**config.mk**
```make
export PLATFORM = sky130hd
export DESIGN_NAME = write_channel_arbiter
export DESIGN_NICKNAME = d
export VERILOG_FILES = /design/src/rtl/write_channel_arbiter.sv
export SDC_FILE = /design/constraint.sdc
export NUM_CORES = 1
export LEC_CHECK = 0
export ABC_AREA = 0
export BUFFER_PORTS_ARGS = -buffer_cell sky130_fd_sc_hd__buf_4
export CAP_MARGIN = 20
export CORE_ASPECT_RATIO = 0.75
export CORE_UTILIZATION = 49
export DETAILED_ROUTE_END_ITERATION = 8
export PLACE_DENSITY_LB_ADDON = 0.2
export SYNTH_ARGS = -nofsm -noshare
export SYNTH_HDL_FRONTEND = slang
export SYNTH_SLANG_ARGS = --single-unit
```
**constraint.sdc**
```tcl
create_clock -name ap_clk -period 3.4 [get_ports ap_clk]
set_input_delay 0.17 -clock ap_clk [delete_from_list [all_inputs] [get_ports ap_clk]]
set_output_delay 0.17 -clock ap_clk [all_outputs]
set_load 0.01 [all_outputs]
```
**src/rtl/write_channel_arbiter.sv**
```systemverilog
// write_channel_arbiter
//   Shares one AXI write-channel frontend (IOb-style valid/addr/wdata/wstrb/
//   ready) between N_REQ write sources, e.g. the write-through buffer and
//   the victim path. Round-robin grant, one write in flight, and the granted
//   payload is registered and held stable until completion. A sticky flag
//   reports a WAIT phase that ran for 2**TIMEOUT_W-1 cycles.
//
// Ports
//   ap_clk, reset     clock, asynchronous active-high reset
//   req_valid[i]      request from requester i, held until req_ready[i]
//   req_addr/wdata/wstrb  packed payloads, requester i in slice i
//   req_ready[i]      one-cycle completion pulse to the granted requester
//   m_valid           one-cycle request pulse to the downstream channel
//   m_addr/wdata/wstrb    registered payload of the granted request
//   m_ready           downstream idle (IDLE) / write done (WAIT)
//   busy              a transaction is in progress
//   grant_id          index of the current / last granted requester
//   timeout_err       sticky watchdog flag, cleared only by reset
module write_channel_arbiter #(
    parameter int N_REQ     = 2,
    parameter int ADDR_W    = 32,
    parameter int DATA_W    = 32,
    parameter int NBYTES    = DATA_W / 8,
    parameter int GNT_W     = $clog2(N_REQ),
    parameter int TIMEOUT_W = 10
) (
    input  logic                     ap_clk,
    input  logic                     reset,
    input  logic [N_REQ-1:0]         req_valid,
    input  logic [N_REQ*ADDR_W-1:0]  req_addr,
    input  logic [N_REQ*DATA_W-1:0]  req_wdata,
    input  logic [N_REQ*NBYTES-1:0]  req_wstrb,
    output logic [N_REQ-1:0]         req_ready,
    output logic                     m_valid,
    output logic [ADDR_W-1:0]        m_addr,
    output logic [DATA_W-1:0]        m_wdata,
    output logic [NBYTES-1:0]        m_wstrb,
    input  logic                     m_ready,
    output logic                     busy,
    output logic [GNT_W-1:0]         grant_id,
    output logic                     timeout_err
);

    typedef enum logic [1:0] {
        S_IDLE  = 2'd0,
        S_ISSUE = 2'd1,
        S_WAIT  = 2'd2
    } state_t;

    localparam logic [TIMEOUT_W-1:0] WDOG_MAX = '1;
    // One below saturation: the increment out of this value reaches all-ones.
    localparam logic [TIMEOUT_W-1:0] WDOG_PRE = {{(TIMEOUT_W-1){1'b1}}, 1'b0};

    state_t                 r_state;
    state_t                 w_state_nxt;
    logic [GNT_W-1:0]       r_rr_ptr;
    logic [GNT_W-1:0]       r_grant_id;
    logic [ADDR_W-1:0]      r_m_addr;
    logic [DATA_W-1:0]      r_m_wdata;
    logic [NBYTES-1:0]      r_m_wstrb;
    logic                   r_wait_first;
    logic [TIMEOUT_W-1:0]   r_wdog;
    logic                   r_timeout;

    logic                   w_found;
    logic [GNT_W-1:0]       w_winner;
    logic [ADDR_W-1:0]      w_addr;
    logic [DATA_W-1:0]      w_wdata;
    logic [NBYTES-1:0]      w_wstrb;
    logic                   w_grant;
    logic                   w_done;

    // (base + k) mod N_REQ, with base < N_REQ and k < N_REQ.
    function automatic logic [GNT_W-1:0] rr_idx(input logic [GNT_W-1:0] base, input int k);
        int s;
        s = int'(base) + k;
        if (s >= N_REQ) s = s - N_REQ;
        return GNT_W'(s);
    endfunction

    // ------------------------------------------------------------------
    // Round-robin search starting at r_rr_ptr
    // ------------------------------------------------------------------
    always_comb begin
        w_found  = 1'b0;
        w_winner = '0;
        for (int k = 0; k < N_REQ; k++) begin
            if (!w_found && req_valid[rr_idx(r_rr_ptr, k)]) begin
                w_found  = 1'b1;
                w_winner = rr_idx(r_rr_ptr, k);
            end
        end
    end

    // Payload select for the winner
    always_comb begin
        w_addr  = '0;
        w_wdata = '0;
        w_wstrb = '0;
        for (int i = 0; i < N_REQ; i++) begin
            if (GNT_W'(i) == w_winner) begin
                w_addr  = req_addr[i*ADDR_W +: ADDR_W];
                w_wdata = req_wdata[i*DATA_W +: DATA_W];
                w_wstrb = req_wstrb[i*NBYTES +: NBYTES];
            end
        end
    end

    // Grant needs the downstream to be idle. Completion ignores the first
    // WAIT cycle, where m_ready still shows the downstream leaving idle.
    assign w_grant = (r_state == S_IDLE) && m_ready && w_found;
    assign w_done  = (r_state == S_WAIT) && !r_wait_first && m_ready;

    // ------------------------------------------------------------------
    // FSM
    // ------------------------------------------------------------------
    always_ff @(posedge ap_clk or posedge reset) begin
        if (reset) r_state <= S_IDLE;
        else       r_state <= w_state_nxt;
    end

    always_comb begin
        w_state_nxt = r_state;
        m_valid     = 1'b0;
        busy        = 1'b1;
        req_ready   = '0;
        case (r_state)
            S_IDLE: begin
                busy = 1'b0;
                if (w_grant) w_state_nxt = S_ISSUE;
            end
            S_ISSUE: begin
                m_valid     = 1'b1;
                w_state_nxt = S_WAIT;
            end
            S_WAIT: begin
                if (w_done) begin
                    w_state_nxt = S_IDLE;
                    for (int i = 0; i < N_REQ; i++)
                        req_ready[i] = (r_grant_id == GNT_W'(i));
                end
            end
            default: begin
                busy        = 1'b0;
                w_state_nxt = S_IDLE;
            end
        endcase
    end

    // ------------------------------------------------------------------
    // Grant bookkeeping and payload registers
    // ------------------------------------------------------------------
    always_ff @(posedge ap_clk or posedge reset) begin
        if (reset) begin
            r_rr_ptr   <= '0;
            r_grant_id <= '0;
            r_m_addr   <= '0;
            r_m_wdata  <= '0;
            r_m_wstrb  <= '0;
        end else begin
            if (w_grant) begin
                r_grant_id <= w_winner;
                r_m_addr   <= w_addr;
                r_m_wdata  <= w_wdata;
                r_m_wstrb  <= w_wstrb;
            end
            // Next search starts just past the requester that completed.
            if (w_done)
                r_rr_ptr <= (r_grant_id == GNT_W'(N_REQ - 1)) ? '0 : r_grant_id + 1'b1;
        end
    end

    // ------------------------------------------------------------------
    // First-WAIT marker and watchdog
    // ------------------------------------------------------------------
    always_ff @(posedge ap_clk or posedge reset) begin
        if (reset) begin
            r_wait_first <= 1'b0;
            r_wdog       <= '0;
            r_timeout    <= 1'b0;
        end else begin
            r_wait_first <= (r_state == S_ISSUE);
            if (r_state == S_ISSUE) begin
                r_wdog <= '0;
            end else if (r_state == S_WAIT) begin
                if (r_wdog != WDOG_MAX) r_wdog <= r_wdog + 1'b1;
                // Flag at the same edge the counter saturates; sticky after.
                if (r_wdog == WDOG_PRE || r_wdog == WDOG_MAX) r_timeout <= 1'b1;
            end
        end
    end

    assign m_addr      = r_m_addr;
    assign m_wdata     = r_m_wdata;
    assign m_wstrb     = r_m_wstrb;
    assign grant_id    = r_grant_id;
    assign timeout_err = r_timeout;

endmodule

```
== Word-level counts from Yosys, hierarchy flattened ==
Index checks and enable logic that the tools add are counted.
Word-level totals
  memory bits (writable): 0
  register bits: 84
  output and inout port bits: 74
  bits in read-only memories: 0
  input bits: 141
  memories kept: 0
  latch bits: 0
Cells by class
  bitwise logic cells: 2
  equal/unequal tests: 7
  mux-type cells: 24
  reductions and logical operators: 15
  order comparisons: 4
  shifts and indexed selects: 0
  add/sub/neg operators: 5
  $mul: 0
  divide/modulo/power cells: 0
Operator list (count)
  2-to-1 mux 32 bit: 2
  2-to-1 mux 10 bit: 3
  == test 10 bit (second input constant): 2
  2-to-1 mux 1 bit: 13
  adder 10 x 1 -> 10 bit (second input constant): 1
  != test 10 bit (second input constant): 1
  2-to-1 mux 2 bit: 4
  case mux 2 bit (3 select lines): 1
  logical AND 1 bit: 5
  < comparator 1 x 2 -> 1 bit (second input constant): 2
  2-to-1 mux 4 bit: 1
  != test 2 bit (second input constant): 2
  AND reduction 2 bit: 2
  nonzero test 2 bit: 2
  AND reduction 3 bit: 1
  adder 1 x 1 -> 2 bit (second input constant): 1
  == test 2 x 1 -> 1 bit (second input constant): 1
  == test 2 bit (second input constant): 1
  greater-or-equal comparator 1 x 2 -> 1 bit (second input constant): 1
  greater-or-equal comparator 2 bit (second input constant): 1
  logical NOT 1 bit: 2
  logical NOT 2 bit: 1
  inverter 1 bit: 2
  OR reduction 2 bit: 1
  other kinds (3): 4

== Longest topological paths before layout ==
Gate-level depths: netlist of the first run.
  depth in word-level cells: 11
  mapped depth: 7
  mapped depth without buffers: 6

== Worst setup path after synthesis of the first run ==
OpenSTA, ideal clock, no wires.
  kind: register -> register
  from: register r_state[0]
  to: register r_wdog[1]
  buffers on the path: 1
  arrival: 1.727 ns
  stages on the path, launching flop included: 7
  path slack: 1.548 ns
  library setup time: 0.125 ns
  cell sequence: dfrtp_1 -> ha_1 -> buf_6 -> nand2b_1 -> or3_4 -> nand2_4 -> mux2_4
Between the ends
  cells in the longest elaborated chain, start to end: 3
  elaborated cells between the ends (all ways): 6
RTL lines
  from (decl): RTL line 54  | state_t r_state;
  from (signal assigned): RTL line 119  | else r_state <= w_state_nxt;
  == test 2 x 1 -> 1 bit / == test 2 bit (equally long branches): RTL line 183, 185
  nonzero test 2 bit (no line)
  AND reduction 2 bit (no line)
  to (signal assigned): RTL line 186  | if (r_wdog != WDOG_MAX) r_wdog <= r_wdog + 1'b1;
  to (decl): RTL line 62  | logic [TIMEOUT_W-1:0] r_wdog;
Several ways; a longest one is shown, not always the timed one.
A chain may end at the register's enable or synchronous reset.

== Final worst setup path of the first run ==
  from: register r_state[1]
  to: register r_wdog[1]
The elaborated chain is that of the path after synthesis.

==> results by group, run 1 <==
GRT
  • Largest net degree at the start of global routing: 51
  • Vias in the first global route: 3,451
  • Total GRT Usage: 24.6%
  • First-pass GRT wire length: 16,300 um
  • Grt ovf: 0
  • Initial antenna violation count: 0

Clocking
  • H-tree levels: 3
  • TritonCTS buffer count: 9
  • Post-CTS setup buffer count: 0
  • Clk slew on worst S/H paths: 0.08 ns
  • Max clock buf depth: 2
  • CTS tree: yes
  • CTS root buffer: clkbuf_8
  • Clk Latency, worst-skew pair: 0.35 ns
  • Clock Sinks: 84

Timing
  • RSZ-0062 raised after global routing: false
  • Final setup skew: 0.00655 ns
  • FMAX: 0.507 GHz
  • Period utilization: 58.0%
  • Worst-Margin Slew: 0.763 ns
  • Slew Limit Fails: 0
  • Setup violators final: 0
  • Final count of hold timing violations: 0
  • Tmin final: 1.97 ns
  • Hold slack: 0.0913 ns
  • Max transition margin: 49.1%
  • TNS Setup: 0 ns

Floorplanning
  • Core footprint: 0.00792 mm^2
  • Chip height: 80.5 um
  • Initial Util: 50.9%
  • I/O pin count: 215
  • Row Count: 28
  • Die ar.: 0.00859 mm^2
  • Width of the die: 107 um

Setup path
  • Slowest Stage Delay on Critical Path: 0.44 ns
  • RR Startpoint: r_state[1]
  • Slowest stage cell, crit path: or3_4
  • Reg2Reg Depth: 6
  • Setup crit end kind: flip-flop
  • Arrival @ worst endpoint: 2.21 ns
  • CP Max Fanout: 12
  • Worst path depth: 6
  • CP required: 3.64 ns
  • CP bufs+invs: 1
  • Critical path destination: r_wdog[1]
  • CP top delay family: simple AND/OR/NAND/NOR gates
  • Critical Path Start: r_state[1]
  • Startpoint Class: flip-flop
  • Reg2reg end: r_wdog[1]
  • FF-to-FF setup slack: 1.43 ns
  • Crit-path cells: inv_1 -> ha_1 -> nand2b_1 -> or3_4 -> nand2_4 -> mux2_4
  • Crit path kind: reg2reg

Power and ir drop
  • Pwr Density: 769 mW/mm^2
  • Pwr Total: 4590 uW
  • LEAKAGE: 0.00324 uW
  • Worst vdd ir: 0.000372 V

Final layout
  • Number of diodes: 0
  • Fin nets: 746
  • Most common cell after layout, fill and taps aside: buf_4
  • Fin cells: 710
  • Most frequent cells in the layout: 220 x buf_4, 84 x dfrtp_1, 73 x nand2_1, 73 x o21ai_0, 69 x mux2i_1
  • Multi-input gate area: 0.00178 mm^2
  • Area grow syn2layout: 48.2%
  • Share of layout cells above drive strength 1: 40.7%
  • Filler Cells Inserted: 569
  • Reg area: 0.00210 mm^2

Placed design
  • Dpl cells: 692
  • Gpl congestion: 0.870
  • Port buffer count: 214
  • Final HPWL DP: 8010 um

Logic synthesis
  • Synth unique cells: 39
  • Synth warnings: 0
  • Post-synth EDFFs: 0
  • Async SR Flop Fraction: 100%
  • Top FF cell, synth: dfrtp_1
  • Yosys reg bits: 84
  • Cell Area, Synth: 0.00403 mm^2
  • Mapped Nets: 540
  • Part of the Yosys area used for sequential elements: 52.2%
  • Syn Inst Count: 394
  • Syn avg cell area: 10.2 um^2

Routing
  • Starting DRT DRC Count: 195
  • Final ANT Viol Nets: 0
  • Vias per std cell: 5.13
  • Drt drc: 0
  • DRT Pass-1 Iters: 4
  • Wire per inst: 14.9 um
  • Vias: 3,639
  • Total Wirelength: 10,600 um

Job
  • Max_cap viols: 0

Outcome
  • Status: complete, no violations

Hold path
  • Hold Crit Class: in2reg
## synth_stat cells, types with 2 or more instances
master,instances,area (um^2)
clkbuf_1,10,37.5
ha_1,5,62.6
buf_2,9,45.0
nor2_1,8,30.0
nor3_1,3,15.0
buf_6,3,33.8
dfrtp_1,84,2100
a21oi_1,8,40.0
nand4_1,2,12.5
o21ai_1,3,15.0
nand2_1,73,274
o21ai_0,73,365
o2bb2ai_1,2,17.5
nand3_1,5,25.0
a31oi_1,2,12.5
nand2b_1,2,12.5
buf_1,3,11.3
nor2b_1,2,12.5
and3_1,3,18.8
inv_1,7,26.3
mux2i_1,69,691
## routing by layer
layer | GRT usage, % | share of wire (%) | up-vias
li1 | - | - | 1784
met4 | 4.38 | 0.60 | 0
met5 | 0 | 0 | -
met2 | 43.0 | 51 | 149
met3 | 7.55 | 7.3 | 11
met1 | 30.4 | 41 | 1695
## sequential cells by signal, indices dropped and copies added (netlist names)
signal / count
grant_id: 1
m_addr: 32
m_wdata: 32
m_wstrb: 4
r_rr_ptr: 1
r_state: 2
r_wait_first: 1
r_wdog: 10
timeout_err: 1
## where the power goes
part | internal [uW] | switching, uW | total, uW
combinational | 986 | 1010 | 2000
sequential | 1440 | 288 | 1730
clock | 508 | 359 | 868
## area by class of cell
| class | count | share of cell area, % |
|---|---|---|
| inverter | 7 | 0.461 |
| clock inverter | 6 | 1.86 |
| sequential | 84 | 35.2 |
| timing repair buffer | 222 | 28.2 |
| multi-input combinational | 276 | 29.8 |
| clock buffer | 10 | 2.30 |
| tap | 105 | 2.20 |
## metrics by stage
stage | cell area, um^2 | utilization [%] | setup WS, ns
floorplan | 4030 | - | 1.06
detailed placement | 5690 | 71.9 | 1.39
CTS | 5950 | 75.2 | 1.38
global route | 5970 | 75.4 | 1.34
global placement | 5690 | 71.9 | 1.44
finish | 5970 | 75.4 | 1.43
## cell families (layout without fill, tap and decap cells)
logic type / after synthesis / after routing / synth area share [%]
buf+inv: 34 / 245 / 4.13
fa+ha+maj: 5 / 5 / 1.55
mux: 70 / 70 / 17.5
compound gates: 97 / 97 / 13.3
simple gates: 104 / 104 / 11.4
flops: 84 / 84 / 52.2
## worst register-to-register path, delay by kind of cell (launching register included)
| kind | cells | cell delay (ns) |
|---|---|---|
| muxes | 1 | 0.30 |
| adders and majority gates | 1 | 0.33 |
| buffers and inverters | 1 | 0.08 |
| DFF | 1 | 0.37 |
| and+or+nand+nor | 3 | 0.79 |
## timing repair
action / CTS / global route
hold endpoints to repair: 42 / 0
gates resized for setup: 0 / 0
hold buffers: 1 / 0
## worst min path at each step
| stage | startpoint | end | slack, ns | depth (start not counted) |
|---|---|---|---|---|
| detailed placement | reset | m_addr[13] | 0.34 | 2 |
| finish | req_addr[38] | m_addr[6] | 0.09 | 3 |
| global placement | reset | m_addr[13] | 0.32 | 2 |
| floorplan | req_addr[44] | m_addr[12] | 0.35 | 2 |
| CTS | req_addr[38] | m_addr[6] | 0.08 | 3 |
| global route | req_addr[38] | m_addr[6] | 0.09 | 3 |
Note: power is estimated with default switching activity, not from simulation.
==> run 2: changes to the inputs <==
Settings changed: CORE_UTILIZATION 49 to 41.
Clock period 3.4 ns to 1.59 ns, I/O delays scaled along.
==> results by group, run 2 (same netlist as run 1, synthesis figures left out) <==
Final layout
  • Fin cells: 748
  • Most frequent cells in the layout: 230 x buf_4, 84 x dfrtp_1, 73 x nand2_1, 73 x o21ai_0, 69 x mux2i_1
  • Fin nets: 761
  • Area grow syn2layout: 56.2%
  • Filler Cells Inserted: 742
  • Most common cell after layout, fill and taps aside: buf_4
  • Share of layout cells above drive strength 1: 43.1%
  • Number of diodes: 0

Timing
  • Final worst-path setup slack: -0.0254 ns
  • RSZ-0062 raised after global routing: true
  • Slew Limit Fails: 0
  • Tmin final: 1.62 ns
  • Final setup skew: 0.0103 ns
  • Period utilization: 102%
  • Max transition margin: 70.7%
  • Final count of hold timing violations: 0
  • Setup violators final: 1
  • Worst-Margin Slew: 0.439 ns
  • TNS Setup: -0.0254 ns
  • FMAX: 0.619 GHz
  • Hold slack: 0.0409 ns

Clocking
  • H-tree levels: 3
  • Max clock buf depth: 2
  • Clock Sinks: 84
  • Clk Latency, worst-skew pair: 0.32 ns
  • Clk slew on worst S/H paths: 0.06 ns
  • CTS tree: yes
  • TritonCTS buffer count: 9
  • CTS root buffer: clkbuf_16

Outcome
  • Failing checks: setup timing
  • Status: finished with violations

Floorplanning
  • Chip height: 87.8 um
  • Row Count: 30
  • I/O pin count: 215
  • Die ar.: 0.0102 mm^2
  • Width of the die: 116 um
  • Core footprint: 0.00931 mm^2
  • Initial Util: 43.3%

Power and ir drop
  • Combinational fraction of design power: 44.5%
  • Reg power frac: 34.3%
  • Pwr Total: 10,600 uW
  • Worst vdd ir: 0.000772 V
  • Clock power share: 21.2%
  • LEAKAGE: 0.00336 uW
  • P_sw: 3650 uW
  • Switching share of power: 34.6%
  • Pwr Density: 1680 mW/mm^2
  • P_int: 6900 uW

Setup path
  • Setup crit end kind: flip-flop
  • Reg2reg end: r_wdog[1]
  • Startpoint Class: flip-flop
  • CP required: 1.79 ns
  • Arrival @ worst endpoint: 1.82 ns
  • FF-to-FF setup slack: -0.03 ns
  • CP Max Fanout: 3
  • Reg2Reg Depth: 5
  • Crit path kind: reg2reg
  • RR Startpoint: r_state[0]

Routing
  • Vias per std cell: 4.96
  • Total Wirelength: 10,600 um
  • Drt drc: 0
  • Starting DRT DRC Count: 153
  • Wire per inst: 14.2 um
  • Final ANT Viol Nets: 0
  • DRT Pass-1 Iters: 6
  • Vias: 3,707

Placed design
  • Gpl congestion: 0.841
  • Placement Setup Slack: -0.0545 ns
  • Port buffer count: 214
  • Dpl cells: 727
  • Final HPWL DP: 8100 um

Hold path
  • Hold Crit Class: in2reg
  • Worst Hold Depth: 3
  • Worst hold start: req_addr[45]
  • Hold EP: m_addr[13]

Job
  • Max_cap viols: 0

GRT
  • Initial antenna violation count: 0
  • First-pass GRT wire length: 16,500 um
  • Largest net degree at the start of global routing: 85
  • Total GRT Usage: 20.7%
  • Vias in the first global route: 3,693
  • Grt ovf: 0
-- run 2: cell types whose count changed in the layout (fill, tap and decap cells not counted), sizes merged --
cell and delta:
clkinvlp +2, buf +15, clkinv -3, clkbuf +1, inv +1, bufinv -1
-- run 2: repair_timing --
action / in CTS / in global routing
resized for setup: 1 / 4
hold endpoints to repair: 84 / 0
hold buffers: 1 / 0
buffers inserted: 2 / 2
setup endpoints to repair: 6 / 7
-- run 2: per-layer routing --
metal	vias up	GRT usage [%]	part of all wire [%]
met5	-	0	0
met4	0	6.18	0.86
met3	10	5.26	7.6
met2	156	37.2	50
met1	1727	24.4	41
li1	1814	-	-
-- run 2: cell type report --
| type | count | area, um^2 | area share [%] |
|---|---|---|---|
| clock buffers | 11 | 243 | 3.86 |
| well taps | 128 | 160 | 2.54 |
| clock inverters | 5 | 83.8 | 1.33 |
| inverters | 7 | 30.0 | 0.477 |
| multi-input cells | 276 | 1820 | 28.9 |
| flip-flops and latches | 84 | 2100 | 33.4 |
| repair buffers | 237 | 1860 | 29.5 |
-- run 2: power by group through the flow --
stage / Sequential (uW) / Clock, uW / Combinational (uW)
global route: 3760 / 2410 / 5170
floorplan: 4020 / 0 / 1880
detailed placement: 3650 / 0 / 4650
CTS: 3630 / 2300 / 4670
finish: 3630 / 2240 / 4700
global placement: 3600 / 0 / 4540
-- run 2: worst max-delay path, stage by stage, from the launching register on --
cell and delay (ns):
dfrtp_1 0.43, ha_4 0.18, nand2b_4 0.13, or3_4 0.39, nand2_4 0.08, mux2_4 0.29
-- run 2: how the worst max path moves through the flow --
| stage | start | endpoint | slack [ns] | depth (start not counted) |
|---|---|---|---|---|
| after floorplan | r_state[0] | r_wdog[1] | -0.13 | 6 |
| after CTS | r_state[0] | r_wdog[1] | -0.002 | 5 |
| final | r_state[0] | r_wdog[1] | -0.03 | 5 |
| after detailed placement | r_state[0] | r_wdog[7] | -0.05 | 4 |
| after global routing | r_state[1] | r_wdog[1] | -0.07 | 6 |
| after global placement | r_state[0] | r_wdog[5] | 0.03 | 5 |
-- run 2: stage by stage --
| step | utilization [%] | instance area, um^2 |
|---|---|---|
| 2_1_floorplan | - | 4050 |
| 6_report | 67.6 | 6290 |
| 5_1_grt | 67.6 | 6290 |
| 3_5_place_dp | 63.5 | 5910 |
| 4_1_cts | 67.3 | 6260 |
| 3_3_place_gp | 63.5 | 5910 |
==> run 3: changes to the inputs <==
Settings changed: CAP_MARGIN 20 to unset, SKIP_CTS_REPAIR_TIMING set to 1.
==> results by group, run 3 (same netlist as run 1, synthesis figures left out) <==
Floorplanning
  • Width of the die: 116 um
  • I/O pin count: 215
  • Die ar.: 0.0102 mm^2
  • Row Count: 30
  • Core footprint: 0.00931 mm^2
  • Chip height: 87.8 um
  • Initial Util: 43.3%

Final layout
  • Share of layout cells above drive strength 1: 43.1%
  • Reg area: 0.00210 mm^2
  • Most common cell after layout, fill and taps aside: buf_4
  • Post-route cell area: 0.00630 mm^2
  • Final Util: 67.7%
  • Area grow syn2layout: 56.4%
  • Multi-input gate area: 0.00183 mm^2
  • Fin nets: 760
  • Filler Cells Inserted: 742
  • Number of diodes: 0
  • Most frequent cells in the layout: 229 x buf_4, 84 x dfrtp_1, 73 x nand2_1, 73 x o21ai_0, 69 x mux2i_1

Power and ir drop
  • Worst vdd ir: 0.000766 V
  • P_sw: 3670 uW
  • LEAKAGE: 0.00336 uW
  • Reg power frac: 34.2%
  • Pwr Total: 10,600 uW
  • P_int: 6920 uW
  • Switching share of power: 34.7%
  • Clock power share: 21.1%
  • Pwr Density: 1680 mW/mm^2
  • Combinational fraction of design power: 44.6%

Timing
  • Final count of hold timing violations: 0
  • Max transition margin: 70.9%
  • RSZ-0062 raised after global routing: true
  • Final setup skew: 0.0108 ns
  • Worst-Margin Slew: 0.437 ns
  • Hold slack: 0.0413 ns
  • Period utilization: 102%
  • Tmin final: 1.63 ns
  • FMAX: 0.615 GHz
  • Final worst-path setup slack: -0.0356 ns
  • Slew Limit Fails: 0
  • Setup violators final: 1

GRT
  • Vias in the first global route: 3,671
  • Grt ovf: 0
  • Largest net degree at the start of global routing: 85
  • First-pass GRT wire length: 16,400 um
  • Total GRT Usage: 20.6%
  • Initial antenna violation count: 0

Clocking
  • CTS tree: yes
  • Max clock buf depth: 2
  • CTS root buffer: clkbuf_16
  • TritonCTS buffer count: 9
  • Clk slew on worst S/H paths: 0.06 ns
  • Clk Latency, worst-skew pair: 0.32 ns
  • H-tree levels: 3
  • Clock Sinks: 84

Setup path
  • Startpoint Class: flip-flop
  • Arrival @ worst endpoint: 1.83 ns
  • Crit path kind: reg2reg
  • CP required: 1.79 ns
  • CP Max Fanout: 3
  • Setup crit end kind: flip-flop
  • FF-to-FF setup slack: -0.04 ns

Hold path
  • Hold Crit Class: in2reg

Placed design
  • Port buffer count: 214
  • Gpl congestion: 0.841
  • Placed cell area: 0.00591 mm^2
  • Final HPWL DP: 8100 um

Routing
  • Drt drc: 0
  • DRT Pass-1 Iters: 7
  • Wire per inst: 14.2 um
  • Starting DRT DRC Count: 121
  • Vias per std cell: 4.94
  • Final ANT Viol Nets: 0
  • Total Wirelength: 10,600 um
  • Vias: 3,692

Outcome
  • Failing checks: setup timing
  • Status: finished with violations

Job
  • Max_cap viols: 0
-- run 3: changes by cell type in the layout (fill, tap and decap cells not counted), sizes merged --
cell	change
buf	-1
-- run 3: layer usage --
metal  track usage [%]  part of all wire [%]  wire (um)
met1              24.4                    41       4330
met2              37.2                    50       5340
met3              5.19                   8.0        849
met4              5.94                  0.86         91
met5                 0                     0          0
-- run 3: worst paths after layout --
| kind | startpoint | to | depth (start not counted) |
|---|---|---|---|
| max | r_state[1] | r_wdog[1] | 6 |
| min | req_addr[45] | m_addr[13] | 3 |
| max in group asynchronous | reset | m_wdata[10] | 4 |
| max reg2reg | r_state[1] | r_wdog[1] | 6 |
| min reg2reg | m_wdata[0] | m_wdata[0] | 2 |
| min in group asynchronous | reset | m_addr[14] | 4 |
-- run 3: layout make-up --
class / instances / share of cell area (%)
clock buffer: 11 / 3.85
clock inverter: 5 / 1.33
inverter: 7 / 0.476
multi-input combinational: 276 / 29.1
sequential: 84 / 33.4
tap: 128 / 2.54
timing repair buffer: 236 / 29.3
-- run 3: metrics by stage --
step / instances / setup WS (ns) / TNS [ns]
floorplan: 394 / -0.125 / -0.125
global placement: 727 / 0.0325 / 0
detailed placement: 727 / -0.0545 / -0.0875
CTS: 743 / -0.0739 / -0.214
global route: 747 / -0.0834 / -0.0964
finish: 747 / -0.0356 / -0.0356
-- run 3: power groups by stage --
stage          Combinational, uW  Clock, uW  Sequential [uW]
6_report                    4730       2240             3630
5_1_grt                     5200       2410             3760
4_1_cts                     4650       2300             3630
3_5_place_dp                4650          0             3650
3_3_place_gp                4540          0             3600
2_1_floorplan               1880          0             4020
-- run 3: critical path, cell delays in order (launching register included) --
cell	delay, ns
dfrtp_1	0.37
inv_2	0.08
ha_4	0.16
nand2b_4	0.14
or3_4	0.39
nand2_4	0.07
mux2_4	0.29
